<file path="src/rtl/dcache_pkg.sv">
// Shared widths and FSM encoding for the direct-mapped write-back data cache.
package dcache_pkg;
    localparam int TAG_W           = 3;
    localparam int IDX_W           = 3;
    localparam int OFF_W           = 2;
    localparam int ADDR_W          = TAG_W + IDX_W + OFF_W;
    localparam int MEM_ADDR_W      = TAG_W + IDX_W;
    localparam int WORDS_PER_BLOCK = 1 << OFF_W;
    localparam int DEF_WORD_W      = 8;
    localparam int BLOCK_W         = WORDS_PER_BLOCK * DEF_WORD_W;

    typedef enum logic [1:0] {
        ST_IDLE       = 2'd0,
        ST_WRITE_BACK = 2'd1,
        ST_MEM_READ   = 2'd2,
        ST_UPDATE     = 2'd3
    } state_e;
endpackage

</file>
<file path="src/rtl/dcache_controller_if.sv">
// CPU-side and memory-side bus of the data cache; slave = cache, master = CPU/memory.
interface dcache_controller_if
    import dcache_pkg::*;
#(
    parameter int WORD_W = DEF_WORD_W
) ();
    localparam int BLK_W = WORDS_PER_BLOCK * WORD_W;

    logic                  read;
    logic                  write;
    logic [ADDR_W-1:0]     address;
    logic [WORD_W-1:0]     writedata;
    logic [WORD_W-1:0]     readdata;
    logic                  busywait;
    logic                  mem_read;
    logic                  mem_write;
    logic [MEM_ADDR_W-1:0] mem_address;
    logic [BLK_W-1:0]      mem_writedata;
    logic [BLK_W-1:0]      mem_readdata;
    logic                  mem_busywait;

    modport slave (
        input  read, write, address, writedata, mem_readdata, mem_busywait,
        output readdata, busywait, mem_read, mem_write, mem_address, mem_writedata
    );

    modport master (
        output read, write, address, writedata, mem_readdata, mem_busywait,
        input  readdata, busywait, mem_read, mem_write, mem_address, mem_writedata
    );
endinterface

</file>
<file path="src/rtl/dcache_word_sel.sv">
// Picks one word out of a cache block by byte offset; word0 lives in the low bits.
module dcache_word_sel
    import dcache_pkg::*;
#(
    parameter int WORD_W = DEF_WORD_W
) (
    input  logic [WORDS_PER_BLOCK*WORD_W-1:0] block,
    input  logic [OFF_W-1:0]                  offset,
    output logic [WORD_W-1:0]                 word
);
    always_comb begin
        word = block[WORD_W-1:0];
        case (offset)
            2'd0: word = block[0*WORD_W +: WORD_W];
            2'd1: word = block[1*WORD_W +: WORD_W];
            2'd2: word = block[2*WORD_W +: WORD_W];
            2'd3: word = block[3*WORD_W +: WORD_W];
            default: word = block[WORD_W-1:0];
        endcase
    end
endmodule

</file>
<file path="src/rtl/dcache_controller.sv">
// Direct-mapped write-back data cache: combinational hit/read path, write-allocate
// miss handling through WRITE_BACK -> MEM_READ -> UPDATE.
module dcache_controller
    import dcache_pkg::*;
#(
    parameter int NUM_SETS = 8,
    parameter int WORD_W   = DEF_WORD_W
) (
    input logic                clock,
    input logic                reset,
    dcache_controller_if.slave bus
);
    localparam int BLK_W = WORDS_PER_BLOCK * WORD_W;

    state_e                state_q, state_d;
    logic [NUM_SETS-1:0]   valid_q, valid_d;
    logic [NUM_SETS-1:0]   dirty_q, dirty_d;
    logic [TAG_W-1:0]      tag_q  [NUM_SETS];
    logic [TAG_W-1:0]      tag_d  [NUM_SETS];
    logic [BLK_W-1:0]      data_q [NUM_SETS];
    logic [BLK_W-1:0]      data_d [NUM_SETS];

    logic                  mem_read_q, mem_read_d;
    logic                  mem_write_q, mem_write_d;
    logic [MEM_ADDR_W-1:0] mem_addr_q, mem_addr_d;
    logic [BLK_W-1:0]      mem_wdata_q, mem_wdata_d;
    logic [BLK_W-1:0]      fill_q, fill_d;
    logic [TAG_W-1:0]      miss_tag_q, miss_tag_d;
    logic [IDX_W-1:0]      miss_idx_q, miss_idx_d;

    logic [TAG_W-1:0]      addr_tag;
    logic [IDX_W-1:0]      addr_idx;
    logic [OFF_W-1:0]      addr_off;
    logic                  req;
    logic                  hit;
    logic                  busy_raw;

    assign addr_tag = bus.address[ADDR_W-1 -: TAG_W];
    assign addr_idx = bus.address[OFF_W +: IDX_W];
    assign addr_off = bus.address[OFF_W-1:0];
    assign req      = bus.read | bus.write;
    assign hit      = valid_q[addr_idx] && (tag_q[addr_idx] == addr_tag);

    dcache_word_sel #(.WORD_W(WORD_W)) u_word_sel (
        .block  (data_q[addr_idx]),
        .offset (addr_off),
        .word   (bus.readdata)
    );

    // Gating with reset keeps the CPU unstalled while reset is held, even with a request up.
    assign busy_raw      = (state_q == ST_IDLE) ? (req & ~hit) : 1'b1;
    assign bus.busywait      = reset & busy_raw;
    assign bus.mem_read      = mem_read_q;
    assign bus.mem_write     = mem_write_q;
    assign bus.mem_address   = mem_addr_q;
    assign bus.mem_writedata = mem_wdata_q;

    always_comb begin
        state_d     = state_q;
        valid_d     = valid_q;
        dirty_d     = dirty_q;
        tag_d       = tag_q;
        data_d      = data_q;
        mem_read_d  = mem_read_q;
        mem_write_d = mem_write_q;
        mem_addr_d  = mem_addr_q;
        mem_wdata_d = mem_wdata_q;
        fill_d      = fill_q;
        miss_tag_d  = miss_tag_q;
        miss_idx_d  = miss_idx_q;

        case (state_q)
            ST_IDLE: begin
                if (req && !hit) begin
                    // Latch the missing line so the fill survives the CPU dropping its request.
                    miss_tag_d = addr_tag;
                    miss_idx_d = addr_idx;
                    if (valid_q[addr_idx] && dirty_q[addr_idx]) begin
                        state_d     = ST_WRITE_BACK;
                        mem_write_d = 1'b1;
                        mem_addr_d  = {tag_q[addr_idx], addr_idx};
                        mem_wdata_d = data_q[addr_idx];
                    end else begin
                        state_d    = ST_MEM_READ;
                        mem_read_d = 1'b1;
                        mem_addr_d = {addr_tag, addr_idx};
                    end
                end else if (bus.write && hit) begin
                    data_d[addr_idx][int'(addr_off)*WORD_W +: WORD_W] = bus.writedata;
                    dirty_d[addr_idx] = 1'b1;
                end
            end
            ST_WRITE_BACK: begin
                if (!bus.mem_busywait) begin
                    state_d     = ST_MEM_READ;
                    mem_write_d = 1'b0;
                    mem_read_d  = 1'b1;
                    mem_addr_d  = {miss_tag_q, miss_idx_q};
                end
            end
            ST_MEM_READ: begin
                if (!bus.mem_busywait) begin
                    state_d    = ST_UPDATE;
                    mem_read_d = 1'b0;
                    fill_d     = bus.mem_readdata;
                end
            end
            ST_UPDATE: begin
                data_d[miss_idx_q]  = fill_q;
                tag_d[miss_idx_q]   = miss_tag_q;
                valid_d[miss_idx_q] = 1'b1;
                dirty_d[miss_idx_q] = 1'b0;
                state_d             = ST_IDLE;
            end
            default: state_d = ST_IDLE;
        endcase
    end

    always_ff @(posedge clock or negedge reset) begin
        if (!reset) begin
            state_q     <= ST_IDLE;
            valid_q     <= '0;
            dirty_q     <= '0;
            mem_read_q  <= 1'b0;
            mem_write_q <= 1'b0;
            mem_addr_q  <= '0;
            miss_tag_q  <= '0;
            miss_idx_q  <= '0;
        end else begin
            state_q     <= state_d;
            valid_q     <= valid_d;
            dirty_q     <= dirty_d;
            mem_read_q  <= mem_read_d;
            mem_write_q <= mem_write_d;
            mem_addr_q  <= mem_addr_d;
            miss_tag_q  <= miss_tag_d;
            miss_idx_q  <= miss_idx_d;
        end
    end

    // Tag and data storage is qualified by valid, so it carries no reset.
    always_ff @(posedge clock) begin
        tag_q       <= tag_d;
        data_q      <= data_d;
        mem_wdata_q <= mem_wdata_d;
        fill_q      <= fill_d;
    end
endmodule

</file>
<file path="src/flat_wrapper.sv">
// flat-port wrapper written by rule: the top's interface ports become plain ports
module dcache_controller_flat import dcache_pkg::*;
#(
    parameter int NUM_SETS = 8,
    parameter int WORD_W   = DEF_WORD_W
)
  (clock, reset, bus_read, bus_write, bus_address, bus_writedata, bus_mem_readdata, bus_mem_busywait, bus_readdata, bus_busywait, bus_mem_read, bus_mem_write, bus_mem_address, bus_mem_writedata);
  dcache_controller_if #(.WORD_W(WORD_W)) bus_i ();
  input logic clock;
  input logic reset;
  input wire logic [$bits(bus_i.read)-1:0] bus_read;
  input wire logic [$bits(bus_i.write)-1:0] bus_write;
  input wire logic [$bits(bus_i.address)-1:0] bus_address;
  input wire logic [$bits(bus_i.writedata)-1:0] bus_writedata;
  input wire logic [$bits(bus_i.mem_readdata)-1:0] bus_mem_readdata;
  input wire logic [$bits(bus_i.mem_busywait)-1:0] bus_mem_busywait;
  output wire logic [$bits(bus_i.readdata)-1:0] bus_readdata;
  output wire logic [$bits(bus_i.busywait)-1:0] bus_busywait;
  output wire logic [$bits(bus_i.mem_read)-1:0] bus_mem_read;
  output wire logic [$bits(bus_i.mem_write)-1:0] bus_mem_write;
  output wire logic [$bits(bus_i.mem_address)-1:0] bus_mem_address;
  output wire logic [$bits(bus_i.mem_writedata)-1:0] bus_mem_writedata;
  assign bus_i.read = bus_read;
  assign bus_i.write = bus_write;
  assign bus_i.address = bus_address;
  assign bus_i.writedata = bus_writedata;
  assign bus_i.mem_readdata = bus_mem_readdata;
  assign bus_i.mem_busywait = bus_mem_busywait;
  assign bus_readdata = bus_i.readdata;
  assign bus_busywait = bus_i.busywait;
  assign bus_mem_read = bus_i.mem_read;
  assign bus_mem_write = bus_i.mem_write;
  assign bus_mem_address = bus_i.mem_address;
  assign bus_mem_writedata = bus_i.mem_writedata;
  dcache_controller #(.NUM_SETS(NUM_SETS), .WORD_W(WORD_W)) u_core (.clock(clock), .reset(reset), .bus(bus_i));
endmodule
</file>
<file path="config.mk">
export PLATFORM = sky130hd
export DESIGN_NAME = dcache_controller_flat
export DESIGN_NICKNAME = d
export VERILOG_FILES = /design/src/rtl/dcache_pkg.sv /design/src/rtl/dcache_controller_if.sv /design/src/rtl/dcache_word_sel.sv /design/src/rtl/dcache_controller.sv /design/src/flat_wrapper.sv
export SDC_FILE = /design/constraint.sdc
export NUM_CORES = 1
export LEC_CHECK = 0
export BUFFER_PORTS_ARGS = -buffer_cell sky130_fd_sc_hd__buf_2
export CORE_ASPECT_RATIO = 0.6
export CORE_MARGIN = 4
export CORE_UTILIZATION = 30
export DETAILED_ROUTE_END_ITERATION = 10
export RECOVER_POWER = 100
export SLEW_MARGIN = 20
export SYNTH_ARGS = -nofsm -noshare
export SYNTH_HDL_FRONTEND = slang
export SYNTH_SLANG_ARGS = --single-unit
</file>
<file path="constraint.sdc">
create_clock -name clock -period 10.15 [get_ports clock]
set_input_delay 0.5075 -clock clock [delete_from_list [all_inputs] [get_ports clock]]
set_output_delay 0.5075 -clock clock [all_outputs]
set_load 0.02 [all_outputs]
</file>
==> results.sh <==
export IMPL_synthSimpleGateAreaFrac_pct=11.7
export IMPL_worstSetupEndpoint="bus_readdata[6]"
export IMPL_power_per_cell_area_nw_per_um2=220
export IMPL_grt_pass1_vias=13000
export IMPL_maximum_number_of_pins_on_one_net_before_global_route_repair=50
export IMPL_seq_area_frac_synth_pct=62.8
export IMPL_synth_ff_latch_count=376
export IMPL_endpoint_kind="primary output"
export IMPL_grt_pass1_wl_um=93900
export IMPL_cpLargestDelayFamily="buffers and inverters"
export IMPL_layout_drive_gt1_share_pct=10.0
export IMPL_timing_critical_path_from_type="primary input"
export IMPL_total_leakage_power_nw=6.17
export IMPL_critical_path_reg2reg_endpoint="u_core.data_q[86]"
export IMPL_ios=102
export IMPL_cell_types_with_the_highest_counts_after_synthesis="edfxtp_1 (344), nand2_1 (335), o21ai_0 (253)"
export IMPL_dieWidth_um=322
export IMPL_hold_violations=0
export IMPL_fin_worst_skew_ns=0.0239
export IMPL_power_switching_mw=1.46
export IMPL_hold_buffers=0
export IMPL_number_of_buffers_added_on_ports=101
export IMPL_maxCapViolCount=11
export IMPL_grt_antenna_before_repair=5
export IMPL_max_slew_margin_rel_pct=-120
export IMPL_worst_ep_required_time_ns=9.64
export IMPL_nets=1667
export IMPL_worstSetupPathDepth=10
export IMPL_muxShareOfSynthArea_pct=5.98
export IMPL_asyncSetResetFlopFracSynth_pct=8.51
export IMPL_synth_cell_area_sq_um=17700
export IMPL_grt_usage_pct=20.3
export IMPL_detailedPlacementHpwl_um=45800
export IMPL_post_synth_xor_area_fraction_pct=0.0988
export IMPL_comb_power_share_pct=20.5
export IMPL_coreArea_sq_um=57900
export IMPL_antenna_left=0
export IMPL_post_drt_wl_per_cell_um=27.6
export IMPL_gr_total_overflow=0
export IMPL_clock_sinks=376
export IMPL_fin_cells=2404
export IMPL_worst_r2r_cell_count=7
export IMPL_maxClockFrequency_mhz=140
export IMPL_startpoint="bus_address[4]"
export IMPL_syn_num_nets=1618
export IMPL_cts_made_buffers=36
export IMPL_rsz0062_at_grt="no"
export IMPL_cell_by_cell_trace_of_the_critical_path="clkbuf_1 > clkbuf_1 > nor2_2 > nand2_1 > o21ai_0 > a222oi_1 > o21ai_0 > a222oi_1 > a21oi_1 > clkbuf_1"
export IMPL_synth_edf_count=344
export IMPL_rows=68
export IMPL_postSynth_topFlopCell="edfxtp_1"
export IMPL_place_detailed_instances=2336
export IMPL_cts_tree="yes"
export IMPL_timing_critical_path_buf_inv=3
export IMPL_finalMaxSlewViolations=349
export IMPL_synthesis_area_per_instance_sq_um=11.4
export IMPL_average_vias_per_placed_instance=5.83
export IMPL_htreeDepth=2
export IMPL_tightestPinTransition_ns=3.30
export IMPL_power_share_switching_pct=33.5
export IMPL_layout_worst_path_cycle_share_pct=70.3
export IMPL_cts_root_buf="clkbuf_16"
export IMPL_yosys_cell_count_top_type="edfxtp_1"
export IMPL_timing_reg2reg_setup_slack_ns=3.13
export IMPL_criticalPathCategory="in -> out"
export IMPL_area_growth_from_synthesis_to_layout_pct=12.1
export IMPL_place_congestion=0.972
export IMPL_die_height_um=196
export IMPL_drt_first_iter_violations=3062
export IMPL_hold_class="in -> reg"
export IMPL_worst_endpoint_arrival_ns=6.63
export IMPL_timing_rr_start="u_core.state_q[1]"
export IMPL_synthesis_yosys_warnings=0
export IMPL_netlist_top_cells_area="edfxtp_1 (58%), o21ai_0 (7.1%), nand2_1 (7.1%), dfrtp_1 (4.5%), nor2_1 (2.4%)"
export IMPL_synth_compound_gate_area_share_pct=15.3
export IMPL_synthCells=1555
export IMPL_irDropWorstVdd_uv=114
export IMPL_failed_checks="capacitance limit, slew limit"
export IMPL_synthDominantAreaCellType="edfxtp_1"
export IMPL_wire_length_after_detailed_routing_um=66400
export IMPL_finish_utilization_pct=34.3
export IMPL_clkSlewWorstSetupHoldPaths_ns=0.07
export IMPL_drt_pass1_iter_count=7
export IMPL_synth_top_family_by_area="compound AO/OA/AOI/OAI gates"
export IMPL_power_share_clock_pct=31.0
export IMPL_cell_repeated_most_along_the_worst_path="clkbuf_1"
export IMPL_outcome="finished, violations left"
export IMPL_finalWorstPathRequiredPeriod_ns=7.14
export IMPL_post_cts_buffers=0
export IMPL_clockBufferDepth=3
export IMPL_cell_internal_pwr_mw=2.91
export IMPL_yosys_area_top_type_share_pct=58.3
export IMPL_crit_slowest_cell="clkbuf_1"
export IMPL_share_seq_of_total_power_pct=48.5
export IMPL_die_area_sq_um=63100
export IMPL_crit_fanout=49
export IMPL_worst_path_largest_cell_delay_ns=2.37
export IMPL_cts_repair_resized=0
export IMPL_remaining_drc_errors=0
export IMPL_setup_tns_final_ns=0
export IMPL_routed_via_count=14000
export IMPL_synthAdderAreaFrac_pct=0.706
export IMPL_clock_latency_ns=0.55
export IMPL_start_util_pct=30.6
export IMPL_timing_final_setup_violations=0
export IMPL_netlist_cell_type_count=62
state kept, by name, indices dropped and copies added (netlist names), 6 cells and up:
signal and count:
u_core.bus.mem_writedata 32, u_core.dirty_q 8, u_core.fill_q 32, u_core.tag_q 24
u_core.bus.mem_address 6, u_core.data_q 256, u_core.valid_q 8
layer usage:
layer / vias up / global-route usage [%] / share of wire (%)
met4: 2 / 4.66 / 2.4
met3: 117 / 8.90 / 18
li1: 5864 / - / -
met1: 6886 / 30.5 / 41
met5: - / 0 / 0.036
met2: 1146 / 26.5 / 39
cells by family (layout without fill, tap and decap cells):
group | after synthesis | after routing
multiplexers | 85 | 85
other | 0 | 2
AO/OA/AOI/OAI | 433 | 433
AND/OR/NAND/NOR | 507 | 507
buffers and inverters | 142 | 219
adder cells (fa/ha/maj) | 10 | 10
XOR/XNOR | 2 | 2
flip-flops | 376 | 376
power groups by stage:
stage / clock, mW / combinational, mW / sequential [mW]
finish: 1.36 / 0.894 / 2.12
global route: 1.43 / 0.946 / 2.14
CTS: 1.36 / 0.894 / 2.11
detailed placement: 0 / 0.890 / 2.14
global placement: 0 / 0.868 / 2.14
floorplan: 0 / 0.582 / 2.06
stage by stage:
step	hold slack [ns]	area [sq um]	setup WS [ns]	power, mW
after floorplan	0.212	17700	4.83	2.64
after global placement	0.447	18900	5.49	3.00
after detailed placement	0.450	18900	5.60	3.03
after CTS	0.0485	20000	5.72	4.36
after global routing	0.113	19900	2.80	4.51
final	0.126	19900	3.01	4.37
worst reg2reg max path: stages, from the launching register on:
cell and delay (ns):
dfrtp_1 0.41, ha_1 0.18, clkbuf_1 1.96, nand3_1 1.15, clkinv_1 0.36, clkbuf_1 1.60
nor2_1 0.15, nor2_1 0.84
final cells by class:
class                   instances  area [sq um]
diodes                          2          5.00
clock buffers                  44           952
clock inverters                22           171
fillers                      5755         38100
inverters                      22          82.6
multi-input cells            1037          5960
flip-flops and latches        376         11100
well taps                     770           963
repair buffers                131           596
worst min-delay path by stage:
stage | start | endpoint | slack, ns | cells after the start
after floorplan | reset | u_core.bus.mem_address[0] | 0.21 | 0
after global placement | u_core.valid_q[6] | u_core.valid_q[6] | 0.45 | 1
after detailed placement | u_core.valid_q[3] | u_core.valid_q[3] | 0.45 | 1
after CTS | reset | u_core.bus.mem_address[0] | 0.05 | 1
after global routing | bus_mem_readdata[12] | u_core.fill_q[12] | 0.11 | 1
final | bus_mem_readdata[12] | u_core.fill_q[12] | 0.13 | 1
layout by cell type, fill, tap and decap left out, drive strengths merged, types with 9 or more instances in the layout:
cell type,n
edfxtp,344
o21ai,258
nand2b,13
buf,55
ha,10
nand2,335
inv,14
o22ai,13
a21oi,30
mux2,37
a222oi,11
nand3,9
mux4,13
a32o,24
dfrtp,32
mux2i,35
a221oi,36
nor2b,9
nor2,115
clkinv,23
clkbuf,120
a22oi,21
No activity file was read; power rests on OpenSTA's default activity.
